==> config.mk <==
export PLATFORM = sky130hd
export DESIGN_NAME = pc_seq_ctrl
export DESIGN_NICKNAME = d
export VERILOG_FILES = /design/src/rtl/pic_pkg.sv /design/src/rtl/hw_stack.sv /design/src/rtl/pc_seq_ctrl.sv
export SDC_FILE = /design/constraint.sdc
export NUM_CORES = 1
export LEC_CHECK = 0
export BUFFER_PORTS_ARGS = -buffer_cell sky130_fd_sc_hd__buf_2
export CORE_ASPECT_RATIO = 1.5
export CORE_MARGIN = 1.5
export CORE_UTILIZATION = 45
export DETAILED_ROUTE_END_ITERATION = 8
export MAX_ROUTING_LAYER = met4
export PLACE_DENSITY_LB_ADDON = 0.1
export SYNTH_ARGS = -nofsm -noshare
export SYNTH_HDL_FRONTEND = slang
export SYNTH_SLANG_ARGS = --single-unit
==> constraint.sdc <==
create_clock -name clk -period 1.6 [get_ports clk]
set_input_delay 0.08 -clock clk [delete_from_list [all_inputs] [get_ports clk]]
set_output_delay 0.08 -clock clk [all_outputs]
set_load 0.03 [all_outputs]
==> src/rtl/pic_pkg.sv <==
// rtl/pic_pkg.sv - shared PC sequencer types and constants for the PIC10F200 core
package pic_pkg;
  localparam int              PC_W         = 9;
  localparam int              STACK_DEPTH  = 2;
  localparam logic [PC_W-1:0] RESET_VECTOR = 9'h0FF;

  typedef enum logic {RUN, FLUSH} pcseq_state_t;
  typedef logic [8:0] pc_t;
endpackage

==> src/rtl/hw_stack.sv <==
// rtl/hw_stack.sv - shift-register call stack with optional occupancy/error tracking
// Optional feature macro: STACK_ERR_EN (occupancy counter and sticky {overflow, underflow} flags)
module hw_stack #(
  parameter int W     = 9,
  parameter int DEPTH = 2
) (
  input  logic         clk,
  input  logic         rst_n,
  input  logic         en,
  input  logic         push,
  input  logic         pop,
  input  logic [W-1:0] push_data,
  output logic [W-1:0] top,
  output logic [1:0]   err
);
  logic [W-1:0] lvl [DEPTH];

  // Pop leaves the bottom level in place, so an empty stack keeps returning it.
  always_ff @(posedge clk) begin
    if (!rst_n) begin
      for (int i = 0; i < DEPTH; i++) lvl[i] <= '0;
    end else if (en) begin
      if (pop) begin
        for (int i = 0; i < DEPTH - 1; i++) lvl[i] <= lvl[i+1];
      end else if (push) begin
        for (int i = DEPTH - 1; i > 0; i--) lvl[i] <= lvl[i-1];
        lvl[0] <= push_data;
      end
    end
  end

  assign top = lvl[0];

`ifdef STACK_ERR_EN
  localparam logic [1:0] FULL = 2'(DEPTH);
  logic [1:0] cnt;
  logic [1:0] err_q;

  always_ff @(posedge clk) begin
    if (!rst_n) begin
      cnt   <= 2'd0;
      err_q <= 2'b00;
    end else if (en) begin
      if (pop) begin
        if (cnt == 2'd0) err_q[0] <= 1'b1;
        else             cnt      <= cnt - 2'd1;
      end else if (push) begin
        if (cnt == FULL) err_q[1] <= 1'b1;
        else             cnt      <= cnt + 2'd1;
      end
    end
  end

  assign err = err_q;
`else
  assign err = 2'b00;
`endif
endmodule

==> src/rtl/pc_seq_ctrl.sv <==
// rtl/pc_seq_ctrl.sv - PC register, call stack and change-of-flow flush sequencer
// Optional feature macro: STACK_ERR_EN (stack_err reports sticky overflow/underflow)
module pc_seq_ctrl
  import pic_pkg::*;
#(
  parameter int              PC_W         = pic_pkg::PC_W,
  parameter int              STACK_DEPTH  = pic_pkg::STACK_DEPTH,
  parameter logic [PC_W-1:0] RESET_VECTOR = pic_pkg::RESET_VECTOR
) (
  input  logic            clk,
  input  logic            rst_n,
  input  logic            en,
  input  logic            op_goto,
  input  logic            op_call,
  input  logic            op_retlw,
  input  logic            op_pcl_wr,
  input  logic            skip_taken,
  input  logic [PC_W-1:0] k_lit,
  input  logic [PC_W-1:0] pc_mux_in,
  output logic            pc_mux_sel,
  output logic [PC_W-1:0] stack_bus,
  output logic [PC_W-1:0] pc,
  output logic            flush,
  output logic [1:0]      stack_err
);
  pcseq_state_t    state, state_d;
  logic [PC_W-1:0] pc_q, pc_d, pc_inc;
  logic            push, pop;

  assign pc_inc = pc_q + 1'b1;

  always_ff @(posedge clk) begin
    if (!rst_n) begin
      state <= RUN;
      pc_q  <= RESET_VECTOR;
    end else if (en) begin
      state <= state_d;
      pc_q  <= pc_d;
    end
  end

  // Single-winner priority: retlw > call > goto > pcl_wr > skip > increment.
  always_comb begin
    state_d    = state;
    pc_d       = pc_inc;
    push       = 1'b0;
    pop        = 1'b0;
    pc_mux_sel = 1'b0;
    if (state == FLUSH) begin
      state_d = RUN;
    end else if (op_retlw) begin
      pc_d    = pc_mux_in;
      pop     = 1'b1;
      state_d = FLUSH;
    end else if (op_call) begin
      pc_d    = PC_W'(k_lit[7:0]);
      push    = 1'b1;
      state_d = FLUSH;
    end else if (op_goto) begin
      pc_d    = k_lit;
      state_d = FLUSH;
    end else if (op_pcl_wr) begin
      pc_d       = pc_mux_in;
      pc_mux_sel = 1'b1;
      state_d    = FLUSH;
    end else if (skip_taken) begin
      state_d = FLUSH;
    end
  end

  hw_stack #(
    .W     (PC_W),
    .DEPTH (STACK_DEPTH)
  ) u_stack (
    .clk       (clk),
    .rst_n     (rst_n),
    .en        (en),
    .push      (push),
    .pop       (pop),
    .push_data (pc_inc),
    .top       (stack_bus),
    .err       (stack_err)
  );

  assign pc    = pc_q;
  assign flush = (state == FLUSH);
endmodule

* After elaboration in Yosys (flattened, before gate mapping) *
Memory sizes are Yosys's and may differ from the RTL's.
Index checks and enable logic that the tools add are counted.

word-level totals
  bits in registers = 10
  output and inout port bits = 22
  logic and storage cells = 41
  memories kept = 1
  input bits = 26
  bits in writable memories = 18

memories
  memory       depth  width  read ports  clocked after Yosys merged registers in  write ports  line            source
  u_stack.lvl  2      9      2           0                                        2            hw_stack.sv:16  logic [W-1:0] lvl [DEPTH];

cells by class
  bitwise operators = 3
  multiplexer cells = 34
  $add $sub $neg = 1

operators by type and width
  cell                                                           count
  9-bit two-way mux                                              8
  1-bit two-way mux                                              26
  9-bit by 1-bit adder with 9-bit output, second input constant  1
  1-bit bitwise OR                                               3

* Longest topological paths before layout *
Gate-level depths: netlist of the first run.

  depth after elaboration = 9
  mapped depth = 7

* Hierarchy *
Synthesis of the first run repeated with hierarchy kept, for this count alone.

unflattened totals
  cell total of the unflattened synthesis = 194
  area, all modules = 1,786.7 µm²

by module, submodules not included
  module       sequential area each (µm²)  cells an instance  instances  area an instance (µm²)
  pc_seq_ctrl  200.2                       128                1          957.2
  hw_stack     540.5                       66                 1          829.5

* Worst setup path before layout of the first run *
OpenSTA, ideal clock, no wires.

  path kind = register to register
  start point = register pc_q[0] (netlist: pc[0])
  end point = register pc_q[1] (netlist: pc[1])
  setup time = 0.135 ns
  path slack = -0.214 ns
  period minus slack after synthesis = 1.814 ns
  data arrival time = 1.678 ns
  stages on the path, launching flop included = 6
  path buffers = 0
  cells stage by stage = dfxtp_1 ha_1 or4_1 o21a_1 o221ai_1 a41oi_1

between the ends
  longest elaborated chain between the ends = 6

ends and longest elaborated chain
  element                                     line               source
  start: declaration                          pc_seq_ctrl.sv:27  logic [PC_W-1:0] pc_q, pc_d, pc_inc;
  start signal: assignment                    pc_seq_ctrl.sv:38  pc_q <= pc_d;
  9-bit by 1-bit adder with 9-bit output (*)  pc_seq_ctrl.sv:30  assign pc_inc = pc_q + 1'b1;
  9-bit two-way mux                           pc_seq_ctrl.sv:62  end else if (op_pcl_wr) begin
  9-bit two-way mux                           pc_seq_ctrl.sv:59  end else if (op_goto) begin
  9-bit two-way mux                           pc_seq_ctrl.sv:55  end else if (op_call) begin
  9-bit two-way mux                           pc_seq_ctrl.sv:51  end else if (op_retlw) begin
  9-bit two-way mux (*)                       pc_seq_ctrl.sv:49  if (state == FLUSH) begin

Mark *: on every way between the ends. The rest lies on a longest branch, timed or not.
A chain may end at the register's enable or synchronous reset.

* Worst setup path in the final report of the first run *
Ends and elaborated chain as after synthesis.

==> results.txt, run 1 <==
Setup Skew: 6.63 ps
layout cells sized above 1: 0.335
library cells used by synthesis: 55
crit-path cells: ha_1 -> or4_1 -> o21a_1 -> o221ai_2 -> a41oi_1
routed via count: 1581
Worst Hold Class: in2reg
met1 Usage GRT: 0.295
die width: 53.4 um
final number of setup-violating endpoints: 0
RSZ-0062 raised after global routing: true
max-slew violations: 0
total power: 1.81 mW
Pwr Density: 882 nW/um^2
Total Routed Length: 4.47 mm
Max stage delay cell, worst path: or4_1
ANT nets after route: 0
worst-case clock buffer depth: 2
crit path time final: 1560 ps
# DRC: 0
total global-route track usage: 0.232
fin nets: 261
register area share after synthesis: 0.432
first-pass GRT wire length: 7.10 mm
fmax: 0.641 GHz
VDD IR max: 0.452 mV
fill count: 360
WS Path Type: reg2reg
Pleak: 0.841 nW
Chip Height: 78.6 um
worst hold-check slack: 101 ps
WL/cell: 16.2 um
clk root buf: clkbuf_8
Yosys reg bits: 28
final period utilization: 0.976
busiest grt layer: met2
type of destination of the critical path: flip-flop
min setup slack post-route: 38.7 ps
drt initial violations: 51
post-route cell area: 2060 sq um
post-place instance area: 2000 sq um
GRT Residual Overflow: 0
TritonRoute pass-1 iters: 4
worst-path fanout max: 2
CTS Sinks: 28
largest net degree at the start of global routing: 18
Vias per Instance: 5.73
met3 Resource Use GR: 0.0190
hpwl dp: 3.48 mm
met2 Usage GRT: 0.384
vias in the first global route: 1458
CTS buffer count: 3
cell area after synthesis: 1710 sq um
CP arrival: 1710 ps
Ys Warns: 0
number of max-cap violations: 0
CTS clk-pin slew, worst paths: 90 ps
Post-Place Setup Slack: 24.8 ps
Cell Rows: 27
die area: 4190 sq um
status: finished clean
Hold Violations, Final: 0
clock latency on the worst-skew pair: 270 ps
area delta synth->final: 20.1%
IO Port Bufs: 45
Initial Util: 0.469
Mapped Cells: 181
CP Data Required Time: 1740 ps
Routability Congestion: 0.914
Avg Inst Size Synth: 9.46 sq um
crit start category: flip-flop
ant diodes: 0
Primary FF master, synth: edfxtp_1
H-tree depth: 1
CTS tree: built
Post-synth ARST share: 0
number of synthesized flops with an enable pin: 18
initial antenna violation count: 0
I/O pin cnt: 48
hold buffers post-CTS: 0
crit-path max cell delay: 410 ps
core area: 3650 sq um
[cells in the mapped netlist, types with 2 or more instances]
master | n | area (sq um)
nor2_1 | 4 | 15.0
and2_1 | 11 | 68.8
o21a_1 | 4 | 30.0
o211ai_1 | 4 | 30.0
clkbuf_8 | 4 | 55.1
clkbuf_1 | 2 | 7.51
nand3_1 | 9 | 45.0
o21ai_0 | 19 | 95.1
nor4_1 | 2 | 12.5
nor3_1 | 4 | 20.0
xor2_1 | 2 | 17.5
nand2_1 | 23 | 86.3
nor2b_1 | 2 | 12.5
buf_4 | 3 | 22.5
clkbuf_2 | 2 | 10.0
nand3b_1 | 2 | 15.0
a21o_1 | 2 | 15.0
xnor2_1 | 2 | 17.5
inv_1 | 4 | 15.0
nand2b_1 | 2 | 12.5
a21oi_1 | 8 | 40.0
o221ai_1 | 3 | 26.3
or3_1 | 2 | 12.5
dfxtp_1 | 10 | 200
nand4_1 | 2 | 12.5
o31a_1 | 2 | 17.5
edfxtp_1 | 18 | 541
or4_1 | 2 | 15.0
[path summary, 6_finish.rpt]
path,to,slack (ps),cells after the start,start
setup / recovery,pc[1],40,5,pc[0]
hold / removal,flush,100,3,skip_taken
setup reg to reg,pc[1],40,5,pc[0]
hold reg to reg,u_stack.lvl[0][5],540,2,u_stack.lvl[1][5]
[cells in the final DEF (no fill, tap or decap), drive strengths merged, types with 4 or more instances in the layout]
| cell type | n |
|---|---|
| and2 | 11 |
| o21ai | 19 |
| inv | 4 |
| nand3 | 9 |
| nor2 | 5 |
| a21oi | 9 |
| dfxtp | 10 |
| buf | 61 |
| nand2 | 23 |
| edfxtp | 18 |
| nor3 | 4 |
| o21a | 4 |
| o211ai | 5 |
[report_power, final]
part	internal [mW]	leakage, nW	switching (mW)	total, mW
sequential	0.832	0.273	0.0390	0.871
clock	0.172	0.0231	0.203	0.375
combinational	0.210	0.546	0.358	0.568
[worst max-delay path: cells and delay by family (launching register included)]
| family | cells | cell delay (ps) |
|---|---|---|
| AND/OR/NAND/NOR | 1 | 410 |
| adder cells (fa/ha/maj) | 1 | 300 |
| AO/OA/AOI/OAI | 3 | 380 |
| flip-flops | 1 | 350 |
[cell families (layout without fill, tap and decap cells)]
family / count (synthesis) / count (layout) / share of synthesized area
AOI/OAI and AO/OA: 57 / 57 / 0.225
xor gates and xnor gates: 4 / 4 / 0.0205
adders and majority gates: 1 / 1 / 0.00730
buffers and inverters: 18 / 69 / 0.0825
DFF: 28 / 28 / 0.432
muxes: 1 / 1 / 0.00657
other: 1 / 2 / 0.00219
and+or+nand+nor: 71 / 71 / 0.224
[routing by layer]
layer,part of all wire,wire length (um)
met1,0.43,1910
met2,0.51,2270
met3,0.051,226
met4,0.014,62
met5,0,0
[per-stage QoR]
stage | TNS, ps | util | cells
final | 0 | 0.564 | 276
after CTS | 0 | 0.561 | 276
after floorplan | 0 | - | 182
after global placement | 0 | 0.549 | 272
after detailed placement | 0 | 0.549 | 272
after global routing | -21.7 | 0.564 | 276
[sequential cells by signal (all words and copies together), names as in the netlist]
name,flops
u_stack.lvl,18
pc,9
flush,1
[repair_timing]
| action | CTS | global route |
|---|---|---|
| pin swaps | 1 | 0 |
| endpoints found under the setup margin | 1 | 10 |
| gates resized for setup | 0 | 2 |
| cloned | 0 | 0 |
| buffers inserted | 0 | 0 |
[cell type report]
cell class	count	area (sq um)	share of cell area
inverter	4	15.0	0.00730
sequential	28	752	0.366
tap	43	53.8	0.0262
timing repair buffer	61	345	0.168
clock buffer	3	41.3	0.0201
clock inverter	1	3.75	0.00182
multi-input combinational	136	846	0.411
Note: power is estimated with default switching activity, not from simulation.
==> run 2, diff against run 1 <==
--- a/config.mk
+++ b/config.mk
@@ -12,6 +12,7 @@
 export DETAILED_ROUTE_END_ITERATION = 8
 export MAX_ROUTING_LAYER = met4
 export PLACE_DENSITY_LB_ADDON = 0.1
+export SETUP_SLACK_MARGIN = 0.15
 export SYNTH_ARGS = -nofsm -noshare
 export SYNTH_HDL_FRONTEND = slang
 export SYNTH_SLANG_ARGS = --single-unit
==> run 2 against run 1 <==
Flip-flop and latch count is the same. First-iteration DRC count shrank 22%. Final cell count grew 2.2%. Critical path depth is the same. Non-clock buffer count grew 6. Die area is the same. Worst hold slack gained 6.0 ps. Via count grew 2.7%. Sequential share of layout area shrank 1.7 points. Critical endpoint unchanged. Clock skew shrank 3.9 ps.
==> results.txt, run 2 (synthesis results as in run 1) <==
status: finished clean
setup_tns: 0 ps (unchanged)
hold_sp: skip_taken
Post-Place Cells: 265 (-2.6%)
fill count: 353 (-1.9%)
TritonRoute pass-1 iters: 5 (+1)
Routability Congestion: 0.856 (-6.3%)
final number of setup-violating endpoints: 0 (unchanged)
Chip Height: 78.6 um (unchanged)
Worst Hold Class: in2reg
CTS Sinks: 28 (unchanged)
WS Path Type: reg2reg
Cell Rows: 27 (unchanged)
vias in the first global route: 1527 (+4.7%)
GRT Residual Overflow: 0 (unchanged)
clk root buf: clkbuf_8
IO Port Bufs: 45 (unchanged)
Hold Violations, Final: 0 (unchanged)
Vias per Instance: 5.76 (+0.47%)
fmax: 0.665 GHz (+3.9%)
H-tree depth: 1 (unchanged)
ANT nets after route: 0 (unchanged)
CP Launch Point: pc[1]
Initial Util: 0.469 (unchanged)
CP Data Required Time: 1750 ps (about the same)
most frequent cells in the layout: 45 x buf_2, 21 x nand2_1, 21 x buf_4
core area: 3650 sq um (unchanged)
most flop-heavy register: u_stack.lvl
first-pass GRT wire length: 7.31 mm (+3.0%)
Slew HR: 0.567
fin nets: 267 (+2.3%)
WL/cell: 16.8 um (+3.7%)
ant diodes: 0 (unchanged)
Total Routed Length: 4.74 mm (+6.0%)
Setup Skew: 2.69 ps (-3.94 ps)
die width: 53.4 um (unchanged)
final period utilization: 0.939 (-0.0365)
final std cells w/o fill: 282 (+2.2%)
type of destination of the critical path: flip-flop
VDD IR max: 0.442 mV (-2.1%)
layout cells sized above 1: 0.414 (+0.0795)
# DRC: 0 (unchanged)
hold buffers post-CTS: 0 (unchanged)
worst-margin pin slew: 650 ps
CTS clk-pin slew, worst paths: 90 ps (about the same)
commonest non-fill, non-tap cell in the layout: buf_2
Post-Place Setup Slack: 57.2 ps (+32.4 ps)
clock latency on the worst-skew pair: 270 ps (about the same)
worst-path fanout max: 3 (+1)
number of max-cap violations: 0 (unchanged)
worst-case clock buffer depth: 2 (unchanged)
drt initial violations: 40 (-22%)
CTS tree: built
crit start category: flip-flop
Pleak: 0.887 nW (+5.5%)
RSZ-0062 raised after global routing: true
CTS buffer count: 3 (unchanged)
crit path time final: 1500 ps (-58.3 ps)
CP arrival: 1660 ps (-50 ps)
routed via count: 1623 (+2.7%)
die area: 4190 sq um (unchanged)
total global-route track usage: 0.236 (+0.00380)
largest net degree at the start of global routing: 16 (-2)
min setup slack post-route: 97.1 ps (+58.3 ps)
area delta synth->final: 27.8%
Pwr Density: 869 nW/um^2 (-1.5%)
I/O pin cnt: 48 (unchanged)
R2R Path Start: pc[1]
max-slew violations: 0 (unchanged)
max FFs per register: 18 (unchanged)
initial antenna violation count: 0 (unchanged)
hpwl dp: 3.61 mm (+3.9%)
-- run 2: cell types whose count changed in the layout (fill, tap and decap cells not counted), moves of 2 or more --
cell | before | now
dfxtp_1 | 5 | 2
nand3_1 | 9 | 6
buf_4 | 16 | 21
dfxtp_4 | 2 | 5
o21ai_0 | 19 | 17
o21ai_2 | 0 | 2
nand3_2 | 0 | 2
-- run 2: final timing paths --
kind,cells after the start,to,slack (ps)
max,5,pc[1],100
min,3,flush,110
max reg2reg,5,pc[1],100
min reg2reg,2,u_stack.lvl[0][5],540
-- run 2: per-stage QoR --
stage                     hold WS [ps]  cell area [sq um]  total power, mW   util
final                              107               2190             1.90  0.600
after global routing               147               2190             1.98  0.600
after CTS                          117               2070             1.82  0.569
after detailed placement           402               1980             1.42  0.544
after global placement             374               1980             1.41  0.544
after floorplan                    279               1770             1.29      -
-- run 2: worst max-delay path, stage by stage (launching register included) --
cell,delay [ps]
dfxtp_4,370
ha_4,240
or4_4,400
o21a_1,130
o221ai_2,140
a41oi_2,110
-- run 2: timing repair --
action                     in CTS  in global routing
setup buffers                   4                  9
resized for setup               3                 11
setup endpoints to repair      13                 25
pin swaps                       0                  7
-- run 2: layout make-up --
| class | count | area (sq um) | share of cell area |
|---|---|---|---|
| flip-flops and latches | 28 | 763 | 0.349 |
| clock buffers | 3 | 41.3 | 0.0189 |
| well taps | 43 | 53.8 | 0.0246 |
| repair buffers | 67 | 394 | 0.180 |
| clock inverters | 1 | 3.75 | 0.00172 |
| inverters | 4 | 15.0 | 0.00686 |
| multi-input cells | 136 | 917 | 0.419 |
-- run 2: routing by layer --
| layer | GRT usage | up-vias | routed length (um) |
|---|---|---|---|
| met4 | 0.0718 | 0 | 102 |
| li1 | - | 787 | - |
| met2 | 0.411 | 58 | 2480 |
| met3 | 0.0171 | 8 | 182 |
| met1 | 0.281 | 770 | 1970 |
| met5 | - | - | 0 |
-- run 2: where the power goes --
part	internal [mW]	switching, mW	total [mW]
Combinational	0.250	0.369	0.619
Sequential	0.835	0.0608	0.895
Clock	0.172	0.214	0.387
